===== src/rtl/uart_transmitter.sv =====
// UART transmitter: valid/ready byte FIFO feeding an 8N1 serialiser at a fixed CLKS_PER_BIT rate.
// Define UART_TX_PARITY_EN to add an even-parity bit between data bit 7 and stop (8E1).
module uart_transmitter #(
   parameter int CLKS_PER_BIT = 87,
   parameter int FIFO_DEPTH   = 8
) (
   input  logic                             clk,
   input  logic                             rst,
   input  logic [7:0]                       tx_data,
   input  logic                             tx_valid,
   output logic                             tx_ready,
   output logic                             output_serial,
   output logic                             busy,
   output logic [$clog2(FIFO_DEPTH+1)-1:0]  fifo_count
);

   localparam int BAUD_W = $clog2(CLKS_PER_BIT);
   localparam int PTR_W  = $clog2(FIFO_DEPTH);
   localparam int CNT_W  = $clog2(FIFO_DEPTH + 1);

   localparam logic [BAUD_W-1:0] BAUD_LAST = BAUD_W'(CLKS_PER_BIT - 1);
   localparam logic [CNT_W-1:0]  CNT_FULL  = CNT_W'(FIFO_DEPTH);

   typedef enum logic [2:0] {
      S_IDLE   = 3'd0,
      S_START  = 3'd1,
      S_DATA   = 3'd2,
      S_STOP   = 3'd3
`ifdef UART_TX_PARITY_EN
      , S_PARITY = 3'd4
`endif
   } state_t;

   state_t             state_q, state_d;
   logic [BAUD_W-1:0]  baud_q, baud_d, baud_next;
   logic               baud_done;
   logic [2:0]         bit_idx_q, bit_idx_d;
   logic [7:0]         shift_q, shift_d;
   logic               serial_q, serial_d;
`ifdef UART_TX_PARITY_EN
   logic               parity_q, parity_d;
`endif

   logic [7:0]         mem_q [FIFO_DEPTH];
   logic [PTR_W-1:0]   wr_ptr_q, wr_ptr_d;
   logic [PTR_W-1:0]   rd_ptr_q, rd_ptr_d;
   logic [CNT_W-1:0]   count_q, count_d;
   logic               push;
   logic               pop;
   logic [7:0]         rd_data;

   // Ready comes from the registered count only, so a full FIFO refuses a push even on a pop cycle.
   assign tx_ready      = (count_q != CNT_FULL);
   assign push          = tx_valid && tx_ready;
   assign rd_data       = mem_q[rd_ptr_q];
   assign fifo_count    = count_q;
   assign output_serial = serial_q;
   assign busy          = (state_q != S_IDLE) || (count_q != '0);

   assign baud_done = (baud_q == BAUD_LAST);
   assign baud_next = baud_done ? '0 : baud_q + BAUD_W'(1);

   always_comb begin
      wr_ptr_d = wr_ptr_q;
      rd_ptr_d = rd_ptr_q;
      count_d  = count_q;
      if (push) begin
         wr_ptr_d = wr_ptr_q + PTR_W'(1);
      end
      if (pop) begin
         rd_ptr_d = rd_ptr_q + PTR_W'(1);
      end
      case ({push, pop})
         2'b10:   count_d = count_q + CNT_W'(1);
         2'b01:   count_d = count_q - CNT_W'(1);
         default: count_d = count_q;
      endcase
   end

   always_ff @(posedge clk) begin
      if (push) begin
         mem_q[wr_ptr_q] <= tx_data;
      end
   end

   always_ff @(posedge clk or negedge rst) begin
      if (!rst) begin
         state_q   <= S_IDLE;
         baud_q    <= '0;
         bit_idx_q <= '0;
         serial_q  <= 1'b1;
         wr_ptr_q  <= '0;
         rd_ptr_q  <= '0;
         count_q   <= '0;
      end else begin
         state_q   <= state_d;
         baud_q    <= baud_d;
         bit_idx_q <= bit_idx_d;
         serial_q  <= serial_d;
         wr_ptr_q  <= wr_ptr_d;
         rd_ptr_q  <= rd_ptr_d;
         count_q   <= count_d;
      end
   end

   always_ff @(posedge clk) begin
      shift_q  <= shift_d;
`ifdef UART_TX_PARITY_EN
      parity_q <= parity_d;
`endif
   end

   always_comb begin
      state_d = state_q;
      case (state_q)
         S_IDLE: begin
            if (count_q != '0) begin
               state_d = S_START;
            end
         end
         S_START: begin
            if (baud_done) begin
               state_d = S_DATA;
            end
         end
         S_DATA: begin
            if (baud_done && (bit_idx_q == 3'd7)) begin
`ifdef UART_TX_PARITY_EN
               state_d = S_PARITY;
`else
               state_d = S_STOP;
`endif
            end
         end
`ifdef UART_TX_PARITY_EN
         S_PARITY: begin
            if (baud_done) begin
               state_d = S_STOP;
            end
         end
`endif
         S_STOP: begin
            if (baud_done) begin
               state_d = (count_q != '0) ? S_START : S_IDLE;
            end
         end
         default: state_d = S_IDLE;
      endcase
   end

   // Line level is chosen from the next state so the flop presents each bit on its first cycle.
   always_comb begin
      pop       = 1'b0;
      baud_d    = '0;
      bit_idx_d = bit_idx_q;
      shift_d   = shift_q;
      serial_d  = 1'b1;
      case (state_q)
         S_IDLE: begin
            pop = (count_q != '0);
         end
         S_START: begin
            baud_d = baud_next;
            if (baud_done) begin
               bit_idx_d = '0;
            end
         end
         S_DATA: begin
            baud_d = baud_next;
            if (baud_done) begin
               bit_idx_d = bit_idx_q + 3'd1;
               shift_d   = shift_q >> 1;
            end
         end
`ifdef UART_TX_PARITY_EN
         S_PARITY: begin
            baud_d = baud_next;
         end
`endif
         S_STOP: begin
            baud_d = baud_next;
            pop    = baud_done && (count_q != '0);
         end
         default: begin
            baud_d = '0;
         end
      endcase

      if (pop) begin
         shift_d = rd_data;
      end
`ifdef UART_TX_PARITY_EN
      parity_d = pop ? ^rd_data : parity_q;
`endif

      case (state_d)
         S_START:  serial_d = 1'b0;
         S_DATA:   serial_d = shift_d[0];
`ifdef UART_TX_PARITY_EN
         S_PARITY: serial_d = parity_d;
`endif
         default:  serial_d = 1'b1;
      endcase
   end

endmodule


===== config.mk =====
export PLATFORM = sky130hd
export DESIGN_NAME = uart_transmitter
export DESIGN_NICKNAME = d
export VERILOG_FILES = /design/src/rtl/uart_transmitter.sv
export SDC_FILE = /design/constraint.sdc
export NUM_CORES = 1
export LEC_CHECK = 0
export ABC_AREA = 1
export BUFFER_PORTS_ARGS = -buffer_cell sky130_fd_sc_hd__buf_2
export CAP_MARGIN = 10
export CORE_MARGIN = 2
export CORE_UTILIZATION = 40
export CTS_CLUSTER_SIZE = 10
export DETAILED_ROUTE_END_ITERATION = 7
export SETUP_SLACK_MARGIN = 0.02
export SLEW_MARGIN = 20
export SYNTH_ARGS = -nofsm -noshare
export SYNTH_HDL_FRONTEND = slang
export SYNTH_SLANG_ARGS = --single-unit

===== constraint.sdc =====
create_clock -name clk -period 2.33 [get_ports clk]
set_input_delay 0.1165 -clock clk [delete_from_list [all_inputs] [get_ports clk]]
set_output_delay 0.1165 -clock clk [all_outputs]
set_load 0.05 [all_outputs]

# [Word-level counts from Yosys, hierarchy flattened]
# Memory sizes are Yosys's and may differ from the RTL's.
# Cells that the tools add are included.
[classes] n_eq_ne=12 n_reduce_logical=14 n_mux=19 n_addsub=6
[op_table] operator="$mux W8" count=3
[op_table] operator="$mux W3" count=6
[op_table] operator="$mux W7" count=2
[op_table] operator="$pmux W3 S4" count=1
[op_table] operator="$add A3 B1 Y3 const B" count=3
[op_table] operator="$eq A3 B2 Y1 const B" count=3
[op_table] operator="$pmux W4 S2" count=1
[op_table] operator="$reduce_bool A2 Y1" count=4
[op_table] operator="$add A7 B1 Y7 const B" count=1
[op_table] operator="$eq A7 B7 Y1 const B" count=1
[op_table] operator="$eq A3 B1 Y1 const B" count=2
[op_table] operator="$pmux W3 S2" count=1
[op_table] operator="$add A4 B1 Y4 const B" count=1
[op_table] operator="$ne A2 B2 Y1 const B" count=2
[op_table] operator="$ne A4 B4 Y1 const B" count=1
[op_table] operator="$pmux W1 S2" count=2
[op_table] operator="$reduce_bool A4 Y1" count=1
[op_table] operator="$sub A4 B1 Y4 const B" count=1
[op_table] operator="$eq A3 B3 Y1 const B" count=1
[op_table] operator="$logic_and A1 B1 Y1" count=3
[op_table] operator="$logic_not A3 Y1" count=1
[op_table] operator="$mux W1" count=3
[op_table] operator="$reduce_and A3 Y1" count=1
[op_table] operator="$reduce_bool A3 Y1" count=1
[op_table] operator="5 further kinds" count=5
[totals] word_cells=61 out_inout_bits=7 input_bits=11 n_memories=1 ram_bits=64 reg_bits=32
[memory_table] memory="mem_q" depth=8 word_bits=8 read_ports=1 rd_clocked_by_memory_dff=0 wr=1 line="44" text="logic [7:0] mem_q [FIFO_DEPTH];"

# [Depth between registers and ports, before layout]
[logic_depth] ltp_word=6 depth_mapped=15 depth_no_buf=14

# [Worst setup path before layout]
# No wires, ideal clock.
[synth_timing] path_type="register -> register" startpoint="reg count_q[2], in the netlist fifo_count[2]" endpoint="reg count_q[2], in the netlist fifo_count[2]" path_stages_with_launch=10 setup_slack_ns=-0.212 arrival_time_ns=2.414 setup_time_ns=0.128 path_cell_list="dfrtp_1 inv_1 nand3_1 nand2_1 ha_1 xor2_1 ha_1 a21oi_1 xnor2_1 o21ai_0"
[synth_between] elab_cells_between_ends=11
[synth_lines] item="start: declaration" line="47" text="logic [CNT_W-1:0] count_q, count_d;"
[synth_lines] item="start signal: assignment" line="102" text="count_q <= count_d;"
[synth_lines] item="$ne A4 B4 Y1 (*)" line="53" text="assign tx_ready = (count_q != CNT_FULL);"
[synth_lines] item="named net tx_ready" line="11" text="output logic tx_ready,"
[synth_lines] item="$logic_and A1 B1 Y1 (*)" line="54" text="assign push = tx_valid && tx_ready;"
[synth_lines] item="$eq A2 B1 Y1 / $eq A2 B2 Y1 (equally long branches)" line="73" text="case ({push, pop})"
[synth_lines] item="$pmux W4 S2 / $reduce_bool A2 Y1 (equally long branches)"
# The timed path passes the listed nets; every way through them passes the cells marked *.
# A chain may end at the register's enable or synchronous reset.

# [Worst setup path in the final report]
[layout_timing] startpoint="reg baud_q[0]" endpoint="reg count_q[2], in the netlist fifo_count[2]"
[layout_between] elab_chain_cells=5 elab_cells_between_ends=7
[layout_rtl] item="start: declaration" line="35" text="logic [BAUD_W-1:0] baud_q, baud_d, baud_next;"
[layout_rtl] item="start signal: assignment" line="97" text="baud_q <= baud_d;"
[layout_rtl] item="$eq A7 B7 Y1 (*)" line="60" text="assign baud_done = (baud_q == BAUD_LAST);"
[layout_rtl] item="$logic_and A1 B1 Y1 (*)" line="182" text="pop = baud_done && (count_q != '0);"
[layout_rtl] item="$pmux W1 S2 (*)" line="158" text="case (state_q)"
[layout_rtl] item="$eq A2 B1 Y1 / $eq A2 B2 Y1 (equally long branches)" line="73"
[layout_rtl] item="$pmux W4 S2 / $reduce_bool A2 Y1 (equally long branches)"
# Every way passes the cells marked *; elsewhere a longest branch is shown, timed or not.

==> results_dict.tcl <==
set metrics [dict create \
    start_util_pct 41.20 \
    final.setup.tns_ps 0 \
    cts.sinks 96 \
    grt_setup_unrepaired "false" \
    wl_microns 8213 \
    syn_inst 399 \
    track_usage_pct 15.24 \
    antenna_found_initial 0 \
    cts_tree "yes" \
    pin_count 18 \
    synthTopCellsByArea "edfxtp_1 (50%), dfrtp_1 (14%), nand2_1 (9.6%)" \
    num_antenna_cells 0 \
    core_sq_mm 0.01032 \
    drive_gt1_share_pct 15.17 \
    max_freq_mhz 482.1 \
    post-route-util_pct 46.30 \
    arrival_ps 2370 \
    drt_iter0_markers 130 \
    swShare_pct 40.18 \
    cts_setup_buffers 0 \
    period_share_pct 89.02 \
    grt_max_degree 33 \
    vias 2831 \
    worstSetupPathType "reg2reg" \
    gp_congestion 0.7813 \
    yosys_warnings 0 \
    fin_nets 450 \
    drcViolationCount 0 \
    clock_power_share_pct 20.2 \
    ys_ff_latch 96 \
    drv_cap 0 \
    syn_to_final_growth_pct 12.39 \
    synth_seq_area_share_pct 64.75 \
    cts.clk_slew.worst_paths_ps 110 \
    setup_viol 0 \
    synth_top_area_share_pct 50.13 \
    synthesis.area_sq_mm 0.004253 \
    clock_latency_ps 370 \
    yosys.area.top_type "edfxtp_1" \
    min_period_ps 2074 \
    detailed_place_hpwl_microns 5228 \
    peakVddDrop_mv 0.6724 \
    power_switching_mw 2.160 \
    fp.dieArea_sq_mm 0.01147 \
    fillerInstances 942 \
    slew_headroom_pct 36.55 \
    num_rows 37 \
    routedWlPerCell_microns 14.38 \
    powerDensity_mw_per_mm2 1125 \
    hold_violations 0 \
    synth_commonest_cells "nand2_1 (109), edfxtp_1 (71), nor2_1 (46)" \
    cts_root_buffer "clkbuf_8" \
    critical_path.max_fanout 5 \
    grt-ovfl-total 0 \
    drtPass1Iterations 4 \
    cts_inserted_buffers 9 \
    skew_ps 18.90 \
    async_reset_ff_share_pct 25.00 \
    die_x_microns 107.1 \
    postSynthAreaPerCell_sq_um 10.66 \
    min-delay-path-class "in2reg" \
    synth_edf_count 71 \
    avgViaCountPerCell 4.958 \
    ys.flop_type "edfxtp_1" \
    end_kind "flop" \
    status "finished, final reports clean" \
    cts_max_level 3 \
    comb_power_share_pct 35.0 \
    grt_pass1_wl_microns 13210 \
    maxSlewViolCount 0 \
    seqPwrFrac_pct 44.8 \
    p_int_mw 3.216 \
    io_buffers 17 \
    clock_path_buffers 2 \
    synth_nets 419 \
    p_leak_nw 1.957 \
    required_ps 2620 \
    ys_types 37 \
    worstMarginPinSlew_ps 948.3 \
    die_y_microns 107.1 \
    ant_nets 0 \
    synth.most_common_cell "nand2_1" \
    grt_pass1_vias 2688 \
    cp-start-kind "flop" \
]
==> sequential cells by signal, indices dropped and copies added, names as in the netlist <==
register and flops:
rd_ptr_q 3, baud_q 7, output_serial 1, shift_q 8
state_q 3, fifo_count 4, bit_idx_q 3, wr_ptr_q 3
mem_q 64
==> routing by layer <==
metal  GRT usage (%)  vias to the layer above  share of wire [%]
li1                -                     1398                  -
met1           18.05                     1359                 44
met2           27.08                       59                 51
met3           3.465                       15                3.2
met4           5.380                        0                2.2
met5               0                        -                  0
==> cell usage in the layout, fill, tap and decap left out, types with 2 or more instances in the layout <==
cell type,synthesis,final
o21ai_0,25,25
a21oi_1,8,8
nand4_1,2,2
nand3_2,1,2
xnor2_1,4,4
a22o_1,2,2
dfrtp_2,0,3
xor2_1,3,2
a22o_2,2,2
nand2_2,3,3
inv_2,2,2
dlygate4sd3_1,0,5
edfxtp_1,71,71
nand3_1,15,14
buf_4,4,9
inv_6,0,2
o22ai_1,12,12
buf_2,5,17
nor2_1,46,46
nand2_1,109,109
o21ai_1,4,4
ha_1,9,8
clkbuf_8,0,9
inv_8,0,2
clkinv_8,0,2
inv_1,29,29
xor2_2,1,2
nor2_2,3,3
dfrtp_1,23,20
nor3_1,3,3
==> per-stage QoR <==
stage	cells	cell area [sq um]	total power [mW]	setup WS, ps	hold WS [ps]
finish	571	4780	5.376	255.9	11.39
CTS	571	4770	5.412	177.2	4.755
global placement	550	4514	4.277	287.8	132.1
detailed placement	550	4514	4.319	206.6	152.4
global route	571	4780	5.730	23.42	11.55
floorplan	399	4262	3.818	80.46	-179.1
==> kinds of logic after synthesis <==
kind of cell	count (synthesis)	share of synthesized area (%)
compound gates	55	7.444
xor+xnor	8	1.824
fa+ha+maj	9	2.648
buf+inv	43	4.472
flops	96	64.75
other cells	1	0.08818
simple gates	187	18.77
==> worst paths after layout <==
check,start,endpoint,slack (ps),cells past startpoint
min reg2reg,bit_idx_q[0],bit_idx_q[0],480,1
min in group asynchronous,rst,wr_ptr_q[2],260,2
max,baud_q[0],fifo_count[2],260,12
max in group asynchronous,rst,fifo_count[1],1660,2
min,tx_data[7],mem_q[0][7],10,1
max reg2reg,baud_q[0],fifo_count[2],260,12
==> critical path, cell delays in order, from the launching register on <==
cell	delay, ps
dfrtp_1	420
inv_1	70
ha_1	160
nand3_1	120
nor2_4	140
nand3_1	100
nand2_2	80
ha_2	220
xor2_2	180
ha_1	170
a21oi_1	50
xnor2_1	120
o21ai_0	150
==> what timing repair did <==
item	CTS	global route
gates resized for setup	0	2
endpoints found under the hold margin	45	0
hold buffers	5	0
endpoints found under the setup margin	0	2
==> power groups by stage <==
| stage | Combinational (mW) | Clock [mW] | Sequential, mW |
|---|---|---|---|
| 6_report | 1.88 | 1.09 | 2.41 |
| 5_1_grt | 2.12 | 1.17 | 2.44 |
| 4_1_cts | 1.89 | 1.12 | 2.40 |
| 3_5_place_dp | 1.88 | 0 | 2.44 |
| 3_3_place_gp | 1.85 | 0 | 2.43 |
| 2_1_floorplan | 1.30 | 0 | 2.52 |
==> layout make-up <==
cell class	count	area (sq um)	share of cell area, %
Clock inverter	7	81.33	1.702
Multi-Input combinational cell	260	1324	27.70
Inverter	32	120.1	2.513
Clock buffer	9	123.9	2.592
Sequential cell	96	2758	57.70
Tap cell	136	170.2	3.560
Timing Repair Buffer	31	202.7	4.241
No activity file was read; power rests on OpenSTA's default activity.
